--- src/rtl/imm_gen_pipe.sv ---
// imm_gen_pipe: RISC-V immediate generator (I/S/B/U/J/shamt) sign-extended to DATA_WIDTH, behind PIPE_STAGES elastic stages.
// Latency: PIPE_STAGES cycles from an accepted input to out_valid; one result per cycle while out_ready stays high.
// Backpressure: out_valid && !out_ready freezes the outputs, upstream stages fill, then in_ready drops (combinational from out_ready).
//
// Ports:
//   clk, rst_n          core clock, synchronous active-low reset
//   flush               drops every in-flight entry and any input offered in the same cycle
//   in_valid/in_ready   input handshake for instr + ImmSrc
//   instr, ImmSrc       raw instruction word and format select (000 I, 001 S, 010 B, 011 U, 100 J, 101 shamt, 11x reserved)
//   out_valid/out_ready output handshake for ImmOp + illegal
//   ImmOp, illegal      extended immediate, reserved-format flag
module imm_gen_pipe #(
   parameter int INSTR_WIDTH = 32,
   parameter int DATA_WIDTH  = 32,
   parameter int PIPE_STAGES = 1
) (
   input  logic                   clk,
   input  logic                   rst_n,
   input  logic                   flush,
   input  logic                   in_valid,
   output logic                   in_ready,
   input  logic [INSTR_WIDTH-1:0] instr,
   input  logic [2:0]             ImmSrc,
   output logic                   out_valid,
   input  logic                   out_ready,
   output logic [DATA_WIDTH-1:0]  ImmOp,
   output logic                   illegal
);

   localparam logic [2:0] SRC_I     = 3'b000;
   localparam logic [2:0] SRC_S     = 3'b001;
   localparam logic [2:0] SRC_B     = 3'b010;
   localparam logic [2:0] SRC_U     = 3'b011;
   localparam logic [2:0] SRC_J     = 3'b100;
   localparam logic [2:0] SRC_SHAMT = 3'b101;

   // ------------------------------------------------------------------
   // Combinational extension
   // ------------------------------------------------------------------
   logic                  s;
   logic                  shamt_hi;
   logic [DATA_WIDTH-1:0] ext_imm;
   logic                  ext_ill;

   assign s = instr[31];
   // RV64 shift amounts are 6 bits wide; RV32 ignores instr[25].
   assign shamt_hi = (DATA_WIDTH == 64) ? instr[25] : 1'b0;

   always_comb begin
      ext_imm = '0;
      ext_ill = 1'b0;
      case (ImmSrc)
         SRC_I:     ext_imm = {{(DATA_WIDTH-12){s}}, instr[31:20]};
         SRC_S:     ext_imm = {{(DATA_WIDTH-12){s}}, instr[31:25], instr[11:7]};
         // instr[31] lands in bit 12 through the sign fill.
         SRC_B:     ext_imm = {{(DATA_WIDTH-12){s}}, instr[7], instr[30:25], instr[11:8], 1'b0};
         SRC_U:     ext_imm = {{(DATA_WIDTH-31){s}}, instr[30:12], 12'b0};
         // instr[31] lands in bit 20 through the sign fill.
         SRC_J:     ext_imm = {{(DATA_WIDTH-20){s}}, instr[19:12], instr[20], instr[30:21], 1'b0};
         SRC_SHAMT: ext_imm = {{(DATA_WIDTH-6){1'b0}}, shamt_hi, instr[24:20]};
         default:   ext_ill = 1'b1;
      endcase
   end

   // Opcode bits never contribute to an immediate.
   logic unused_instr;
   assign unused_instr = ^instr[6:0];

   // ------------------------------------------------------------------
   // Elastic pipeline
   // ------------------------------------------------------------------
   logic [PIPE_STAGES-1:0] vld_q;
   logic [PIPE_STAGES-1:0] ill_q;
   logic [DATA_WIDTH-1:0]  imm_q [PIPE_STAGES];

   logic [PIPE_STAGES-1:0] cap;     // stage k loads new data this edge
   logic [PIPE_STAGES-1:0] hand;    // stage k passes its entry on this edge
   logic [PIPE_STAGES-1:0] d_ill;
   logic [DATA_WIDTH-1:0]  d_imm [PIPE_STAGES];

   logic rdy_tail;   // last stage can take a new entry
   logic rdy_head;   // stage 0 can take a new entry

   assign rdy_tail = !vld_q[PIPE_STAGES-1] || out_ready;

   if (PIPE_STAGES == 1) begin : g_head_is_tail
      assign rdy_head = rdy_tail;
   end else begin : g_head_two
      assign rdy_head = !vld_q[0] || rdy_tail;
   end

   assign in_ready = rdy_head;

   // With at most two stages, the stage behind any non-last stage is the last one.
   for (genvar k = 0; k < PIPE_STAGES; k++) begin : g_stage
      if (k == 0) begin : g_src_in
         assign cap[k]   = in_valid && rdy_head;
         assign d_imm[k] = ext_imm;
         assign d_ill[k] = ext_ill;
      end else begin : g_src_prev
         assign cap[k]   = vld_q[k-1] && rdy_tail;
         assign d_imm[k] = imm_q[k-1];
         assign d_ill[k] = ill_q[k-1];
      end

      if (k == PIPE_STAGES-1) begin : g_hand_out
         assign hand[k] = vld_q[k] && out_ready;
      end else begin : g_hand_next
         assign hand[k] = vld_q[k] && rdy_tail;
      end
   end

   always_ff @(posedge clk) begin
      if (!rst_n) begin
         vld_q <= '0;
         ill_q <= '0;
         for (int k = 0; k < PIPE_STAGES; k++) begin
            imm_q[k] <= '0;
         end
      end else begin
         for (int k = 0; k < PIPE_STAGES; k++) begin
            // A stage that hands off and captures in the same edge stays valid.
            if (flush) begin
               vld_q[k] <= 1'b0;
            end else if (cap[k]) begin
               vld_q[k] <= 1'b1;
            end else if (hand[k]) begin
               vld_q[k] <= 1'b0;
            end
            // Data only moves on a real capture; a flushed input leaves no trace.
            if (cap[k] && !flush) begin
               imm_q[k] <= d_imm[k];
               ill_q[k] <= d_ill[k];
            end
         end
      end
   end

   assign out_valid = vld_q[PIPE_STAGES-1];
   assign ImmOp     = imm_q[PIPE_STAGES-1];
   assign illegal   = ill_q[PIPE_STAGES-1];

endmodule

--- config.mk ---
export PLATFORM = sky130hd
export DESIGN_NAME = imm_gen_pipe
export DESIGN_NICKNAME = d
export VERILOG_FILES = /design/src/rtl/imm_gen_pipe.sv
export SDC_FILE = /design/constraint.sdc
export NUM_CORES = 1
export LEC_CHECK = 0
export CAP_MARGIN = 0
export CORE_UTILIZATION = 45
export CTS_BUF_LIST = sky130_fd_sc_hd__clkbuf_4 sky130_fd_sc_hd__clkbuf_8
export DETAILED_ROUTE_END_ITERATION = 10
export DONT_BUFFER_PORTS = 1
export HOLD_SLACK_MARGIN = 0.03
export PLACE_DENSITY_LB_ADDON = 0.3
export REMOVE_ABC_BUFFERS = 1
export SKIP_LAST_GASP = 1
export SLEW_MARGIN = 20
export SYNTH_ARGS = -nofsm -noshare
export SYNTH_HDL_FRONTEND = slang
export SYNTH_SLANG_ARGS = --single-unit
export TNS_END_PERCENT = 20
--- constraint.sdc ---
create_clock -name clk -period 2.76 [get_ports clk]
set_clock_uncertainty 0.05 [all_clocks]
set_input_delay 0.276 -clock clk [delete_from_list [all_inputs] [get_ports clk]]
set_output_delay 0.276 -clock clk [all_outputs]
set_load 0.1 [all_outputs]
==> insert_results.sql, run 1 <==
INSERT INTO impl_metrics (metric_group, metric, value, unit) VALUES
('finish', 'most_frequent_cells_in_the_layout', '32 x sky130_fd_sc_hd__edfxtp_1, 17 x sky130_fd_sc_hd__a31oi_1, 16 x sky130_fd_sc_hd__a21oi_1', ''),
('timing', 'count_of_final_hold_check_violations', '0', ''),
('power', 'leakage', '0.605', 'nW'),
('die', 'num_rows', '21', ''),
('worst_setup_path', 'regToRegStartpoint', 'out_valid', ''),
('timing', 'setup_repair_after_global_routing_missed_its_margin', 'false', ''),
('drt', 'wl', '3570', 'um'),
('finish', 'final_common_cell', 'sky130_fd_sc_hd__edfxtp_1', ''),
('drt', 'post_drt_via_cell_ratio', '5.98', ''),
('cts', 'clkLatencyLatePin', '0.28', 'ns'),
('timing', 'maxSlewHeadroom', '34.8', '%'),
('finish', 'antenna-diode-count', '0', ''),
('worst_setup_path', 'endpoint_kind', 'register', ''),
('yosys', 'cell_variety_after_synth', '30', ''),
('cts', 'root_buffer', 'sky130_fd_sc_hd__clkbuf_8', ''),
('timing', 'fmax', '590', 'MHz'),
('place', 'io_buffer_count', '0', ''),
('yosys', 'synth-warning-count', '0', ''),
('cts', 'register_clock_pin_slew_on_the_reported_worst_setup_and_hold_paths', '0.07', 'ns'),
('place', 'detailed_placement_wirelength_estimate', '2350', 'um'),
('worst_setup_path', 'crit_path_start_kind', 'register', ''),
('power', 'power.ir.vdd_worst', '0.304', 'mV'),
('timing', 'worstMarginPinSlew', '0.977', 'ns'),
('worst_setup_path', 'criticalPathCategory', 'register to register', ''),
('cts', 'post-cts-setup-buffers', '0', ''),
('worst_setup_path', 'worst_ep_required', '2.82', 'ns'),
('worst_setup_path', 'worst_ep_arrival_time', '1.75', 'ns'),
('drt', 'route.detailed.drc', '0', ''),
('timing', 'post-route-period-util', '61.4', '%'),
('timing', 'final_max_slew_viols', '0', ''),
('cts', 'cts_tree', 'yes', ''),
('power', 'power_density', '740', 'nW/um2'),
('yosys', 'post_synth.cell_area_avg', '11.3', 'um2'),
('worst_setup_path', 'worstSetupStartpoint', 'out_valid', ''),
('cts', 'ctsLongestPathBuffers', '2', ''),
('finish', 'number_of_nets_in_the_layout', '186', ''),
('finish', 'instances_no_fill', '193', ''),
('die', 'design.portCount', '75', ''),
('grt', 'global_route.usage.total', '18.9', '%'),
('finish', 'nFillCells', '298', ''),
('die', 'die_w', '63.0', 'um'),
('timing', 'final_setup_viols', '0', ''),
('drt', 'via_total_after_detailed_routing', '1155', ''),
('status', 'run_status', 'complete, no violations', ''),
('yosys', 'synth-seq-cells', '34', ''),
('grt', 'grt_pass1_wl', '5640', 'um'),
('finish', 'fraction_of_layout_cells_with_a_size_suffix_above_1', '12.2', '%'),
('drt', 'number_of_design_rule_violations_left_by_the_first_detailed_router_iteration', '112', ''),
('grt', 'pin_count_of_the_biggest_net_entering_global_routing', '33', ''),
('yosys', 'seq_area_frac_synth', '59.7', '%'),
('yosys', 'synth.cell_area', '1680', 'um2'),
('drt', 'met2_length', '1820', 'um'),
('die', 'design.die.area', '3970', 'um2'),
('place', 'place.gp.congestion', '0.822', ''),
('place', 'placedCellCount', '185', ''),
('cts', 'post_cts_resize_count', '0', ''),
('drt', 'drt_pass1_iterations', '4', ''),
('grt', 'grt_pass1_vias', '1102', ''),
('drt', 'route.layer.met1.wl', '1480', 'um'),
('yosys', 'post_synthesis_cell_count', '148', ''),
('cts', 'clock_sinks', '34', ''),
('cts', 'cts_buffers', '5', ''),
('drt', 'number_of_nets_with_antenna_violations_after_routing', '0', ''),
('die', 'initial_core_util', '48.7', '%'),
('timing', 'setup_total_negative_slack', '0', 'ns'),
('drt', 'wl_per_cell', '18.5', 'um'),
('drt', 'topRoutingLayerUsed', 'met3', ''),
('grt', 'antenna_violations_before_repair', '0', ''),
('min_path', 'worstHoldPathType', 'input pin to register', ''),
('grt', 'grt.overflow.total', '0', ''),
('die', 'placeableCoreArea', '3440', 'um2'),
('timing', 'period_needed', '1.70', 'ns'),
('die', 'die-height', '63.0', 'um'),
('cts', 'cts_hold_repair.buffers', '0', ''),
('min_path', 'min-delay-start', 'rst_n', ''),
('cts', 'htree_levels', '2', ''),
('run', 'cap_viol_max_count', '0', ''),
('drt', 'met3_length', '272', 'um'),
('worst_setup_path', 'path_max_fanout', '26', ''),
('finish', 'layout-area-overhead-vs-synth', '7.01', '%');
## kinds of logic (layout without fill, tap and decap cells)
kind of cell	count (synthesis)	in the layout	share of synthesized area (%)
AND/OR/NAND/NOR	52	52	18.1
AO/OA/AOI/OAI	44	44	15.3
flip-flops	34	34	59.7
buffers and inverters	15	14	4.92
multiplexers	2	2	1.27
adder cells (fa/ha/maj)	1	1	0.672
## cell type report
cell class	count	area, um2	area share [%]
Timing Repair Buffer	3	22.5	1.26
Sequential cell	34	1000	55.8
Tap cell	46	57.6	3.21
Clock buffer	5	68.8	3.84
Inverter	3	11.3	0.628
Clock inverter	3	40.0	2.23
Multi-Input combinational cell	99	593	33.1
## power by group
group          total (mW)  switching [mW]  internal, mW
Clock               0.446           0.180         0.266
Combinational      0.0819          0.0553        0.0266
Sequential          0.800           0.205         0.596
## synth_stat cells
cell / n / area [um2]
sky130_fd_sc_hd__buf_2: 3 / 15.0
sky130_fd_sc_hd__clkbuf_1: 4 / 15.0
sky130_fd_sc_hd__nand3_1: 9 / 45.0
sky130_fd_sc_hd__edfxtp_1: 32 / 961
sky130_fd_sc_hd__nand2b_2: 2 / 17.5
sky130_fd_sc_hd__maj3_2: 1 / 11.3
sky130_fd_sc_hd__mux2_2: 1 / 11.3
sky130_fd_sc_hd__nand3b_1: 2 / 15.0
sky130_fd_sc_hd__and2_1: 6 / 37.5
sky130_fd_sc_hd__nor2b_1: 9 / 56.3
sky130_fd_sc_hd__a31oi_1: 17 / 106
sky130_fd_sc_hd__inv_1: 2 / 7.51
sky130_fd_sc_hd__nor3b_2: 1 / 12.5
sky130_fd_sc_hd__nand2b_1: 1 / 6.26
sky130_fd_sc_hd__clkinv_1: 1 / 3.75
sky130_fd_sc_hd__nor4b_4: 1 / 23.8
sky130_fd_sc_hd__a21oi_1: 16 / 80.1
sky130_fd_sc_hd__dfxtp_1: 2 / 40.0
sky130_fd_sc_hd__or3b_1: 1 / 8.76
sky130_fd_sc_hd__a22oi_1: 1 / 7.51
sky130_fd_sc_hd__buf_1: 2 / 7.51
sky130_fd_sc_hd__a221oi_2: 1 / 15.0
sky130_fd_sc_hd__buf_6: 3 / 33.8
sky130_fd_sc_hd__nand2_1: 15 / 56.3
sky130_fd_sc_hd__mux2i_1: 1 / 10.0
sky130_fd_sc_hd__and3b_1: 1 / 8.76
sky130_fd_sc_hd__o21ai_0: 8 / 40.0
sky130_fd_sc_hd__nor3_1: 1 / 5.00
sky130_fd_sc_hd__o211ai_1: 1 / 7.51
sky130_fd_sc_hd__nor2_1: 3 / 11.3
## worst paths after layout
path | to | slack [ns] | cells after the start
worst max-delay path | imm_q[0][13] | 1.06 | 3
worst min-delay path | illegal | 0.10 | 2
worst max register to register | imm_q[0][13] | 1.06 | 3
worst min register to register | out_valid | 0.49 | 2
## worst max-delay path, stage by stage, from the launching register on
cell and delay (ns):
sky130_fd_sc_hd__dfxtp_1 0.32, sky130_fd_sc_hd__nand2b_2 0.10, sky130_fd_sc_hd__or3b_1 0.72, sky130_fd_sc_hd__a31oi_1 0.33
## stage by stage
step	instance area, um2	total power [mW]	setup slack, ns	utilization (%)	hold slack [ns]
floorplan	1610	0.873	-0.183	-	0.377
global placement	1690	0.889	1.07	49.0	0.385
detailed placement	1690	0.893	1.02	49.0	0.392
CTS	1790	1.34	1.07	52.1	0.0843
global route	1790	1.37	0.947	52.1	0.120
finish	1790	1.33	1.06	52.1	0.101
## registers in the layout, indices dropped and copies added, names as in the netlist
register   flops
imm_q         32
illegal        1
out_valid      1
## per-layer routing
layer | global-route usage (%) | vias up
met5 | 0 | -
li1 | - | 545
met2 | 30.8 | 58
met3 | 6.75 | 0
met1 | 21.7 | 552
met4 | 9.30 | 0
Note: power is estimated with default switching activity, not from simulation.
==> run 2, diff against run 1 <==
==> constraint.sdc (replaced) <==
create_clock -name clk -period 1.5 [get_ports clk]
set_clock_uncertainty 0.05 [all_clocks]
set_input_delay 0.15 -clock clk [delete_from_list [all_inputs] [get_ports clk]]
set_output_delay 0.15 -clock clk [all_outputs]
set_load 0.1 [all_outputs]
==> run 2 against run 1 <==
Net effect: via count is 17% higher; final cell count grew 23%; non-clock buffer count up 45; setup slack lost 0.97 ns; register-to-register slack lost 0.97 ns; cell area increased by 21%; power grew 79%; critical path type unchanged; critical endpoint is now imm_q[0][0]; largest cell class unchanged; highest routed layer is now met4.
==> insert_results.sql, run 2 (synthesis results as in run 1) <==
INSERT INTO impl_metrics (metric_group, metric, value, unit) VALUES
('worst_setup_path', 'endpoint_kind', 'register', ''),
('drt', 'number_of_nets_with_antenna_violations_after_routing', '0', ''),
('grt', 'pin_count_of_the_biggest_net_entering_global_routing', '33', ''),
('finish', 'instances_no_fill', '238', ''),
('worst_setup_path', 'timing.critical_path.cells', 'nand2b_2 > or3b_1 > buf_12 > nor3_1', ''),
('finish', 'largest_reg_flops', '32', ''),
('cts', 'post_cts_resize_count', '0', ''),
('finish', 'number_of_nets_in_the_layout', '231', ''),
('worst_setup_path', 'path_max_fanout', '26', ''),
('timing', 'count_of_final_hold_check_violations', '0', ''),
('power', 'power.ir.vdd_worst', '0.414', 'mV'),
('status', 'run_status', 'complete, no violations', ''),
('place', 'place.gp.congestion', '0.803', ''),
('place', 'post_dp_cell_area', '1970', 'um2'),
('drt', 'wl_per_cell', '15.4', 'um'),
('worst_setup_path', 'critical_path_buf_inv_count', '1', ''),
('timing', 'worstMarginPinSlew', '0.614', 'ns'),
('place', 'detailed_placement_wirelength_estimate', '2380', 'um'),
('min_path', 'worstHoldPathType', 'input pin to register', ''),
('die', 'design.portCount', '75', ''),
('finish', 'fraction_of_layout_cells_with_a_size_suffix_above_1', '27.1', '%'),
('power', 'totalPowerFinal', '2.37', 'mW'),
('grt', 'antenna_violations_before_repair', '0', ''),
('grt', 'grt_pass1_wl', '5780', 'um'),
('finish', 'largest_register_by_flop_count', 'imm_q', ''),
('power', 'power_density', '1100', 'nW/um2'),
('worst_setup_path', 'crit_family', 'simple AND/OR/NAND/NOR gates', ''),
('timing', 'maxSlewHeadroom', '59.0', '%'),
('timing', 'hold_ws', '0.0356', 'ns'),
('worst_setup_path', 'critPathMaxStageDelay', '0.40', 'ns'),
('place', 'io_buffer_count', '0', ''),
('die', 'die-height', '63.0', 'um'),
('place', 'placedCellCount', '219', ''),
('die', 'num_rows', '21', ''),
('finish', 'postLayoutCellArea', '2160', 'um2'),
('grt', 'grt_pass1_vias', '1284', ''),
('timing', 'final_setup_viols', '0', ''),
('cts', 'clock_sinks', '34', ''),
('finish', 'antenna-diode-count', '0', ''),
('drt', 'number_of_design_rule_violations_left_by_the_first_detailed_router_iteration', '59', ''),
('cts', 'register_clock_pin_slew_on_the_reported_worst_setup_and_hold_paths', '0.07', 'ns'),
('cts', 'cts_tree', 'yes', ''),
('worst_setup_path', 'crit_path_start_kind', 'register', ''),
('die', 'die_w', '63.0', 'um'),
('die', 'initial_core_util', '48.7', '%'),
('cts', 'ctsLongestPathBuffers', '2', ''),
('timing', 'final_max_slew_viols', '0', ''),
('finish', 'final_common_cell', 'sky130_fd_sc_hd__buf_4', ''),
('timing', 'fmax', '712', 'MHz'),
('finish', 'layout-area-overhead-vs-synth', '29.0', '%'),
('timing', 'post-route-period-util', '93.6', '%'),
('drt', 'drt_pass1_iterations', '4', ''),
('cts', 'cts_buffers', '5', ''),
('cts', 'clkLatencyLatePin', '0.27', 'ns'),
('drt', 'route.detailed.drc', '0', ''),
('run', 'cap_viol_max_count', '0', ''),
('drt', 'wl', '3670', 'um'),
('worst_setup_path', 'worst_ep_arrival_time', '1.47', 'ns'),
('cts', 'htree_levels', '2', ''),
('grt', 'grt.overflow.total', '0', ''),
('finish', 'postLayoutCoreUtil', '62.8', '%'),
('drt', 'via_total_after_detailed_routing', '1355', ''),
('timing', 'period_needed', '1.40', 'ns'),
('finish', 'most_frequent_cells_in_the_layout', '35 x sky130_fd_sc_hd__buf_4, 32 x sky130_fd_sc_hd__edfxtp_1, 17 x sky130_fd_sc_hd__a31oi_1', ''),
('die', 'placeableCoreArea', '3440', 'um2'),
('power', 'leakage', '0.822', 'nW'),
('worst_setup_path', 'worst_ep_required', '1.57', 'ns'),
('drt', 'post_drt_via_cell_ratio', '5.69', ''),
('worst_setup_path', 'timing.critical_path.slowest_stage_cell', 'sky130_fd_sc_hd__or3b_1', ''),
('die', 'design.die.area', '3970', 'um2'),
('worst_setup_path', 'criticalPathCategory', 'register to register', ''),
('timing', 'setup_repair_after_global_routing_missed_its_margin', 'false', ''),
('grt', 'global_route.usage.total', '19.1', '%'),
('cts', 'root_buffer', 'sky130_fd_sc_hd__clkbuf_8', '');
==> run 2: changes by cell type in the layout (fill, tap and decap cells not counted), sizes merged <==
cell,delta
dlygate4sd3,+11
clkbuf,+1
bufinv,-1
buf,+34
==> run 2: worst paths after layout <==
kind | from | to | slack (ns) | depth (start not counted)
max | out_valid | imm_q[0][0] | 0.1 | 4
min | instr[31] | imm_q[0][31] | 0.04 | 2
max reg2reg | out_valid | imm_q[0][0] | 0.1 | 4
min reg2reg | out_valid | out_valid | 0.49 | 2
==> run 2: worst register-to-register path, stage by stage (launching register included) <==
cell,delay (ns)
sky130_fd_sc_hd__dfxtp_1,0.32
sky130_fd_sc_hd__nand2b_2,0.10
sky130_fd_sc_hd__or3b_1,0.40
sky130_fd_sc_hd__buf_12,0.18
sky130_fd_sc_hd__nor3_1,0.19
==> run 2: power breakdown <==
group	total, mW	internal, mW	switching [mW]	leakage (nW)
Combinational	0.616	0.135	0.481	0.411
Clock	0.651	0.339	0.312	0.0484
Sequential	1.11	1.09	0.0154	0.363
==> run 2: what timing repair did <==
item	CTS	global route
hold buffers	11	0
setup buffers	0	0
hold endpoints to repair	10	0
setup endpoints to repair	0	0
==> run 2: layer usage <==
metal / wire length [um] / up-vias / global-route usage (%)
li1: - / 637 / -
met4: 60 / 0 / 8.43
met5: 0 / - / 0
met1: 1510 / 624 / 22.3
met3: 354 / 7 / 6.75
met2: 1750 / 87 / 31.3
==> run 2: layout make-up <==
cell class / instances / area (um2)
clock buffer: 6 / 76.3
clock inverter: 2 / 10.0
fill: 272 / 1280
inverter: 3 / 11.3
multi-input combinational: 99 / 593
sequential: 34 / 1000
tap: 46 / 57.6
timing repair buffer: 48 / 413
==> run 2: through the flow <==
stage / setup TNS (ns) / setup WS (ns)
final: 0 / 0.0964
after global routing: 0 / 0.0304
after CTS: 0 / 0.0857
after detailed placement: 0 / 0.0971
after global placement: 0 / 0.160
after floorplan: -81.51 / -1.44
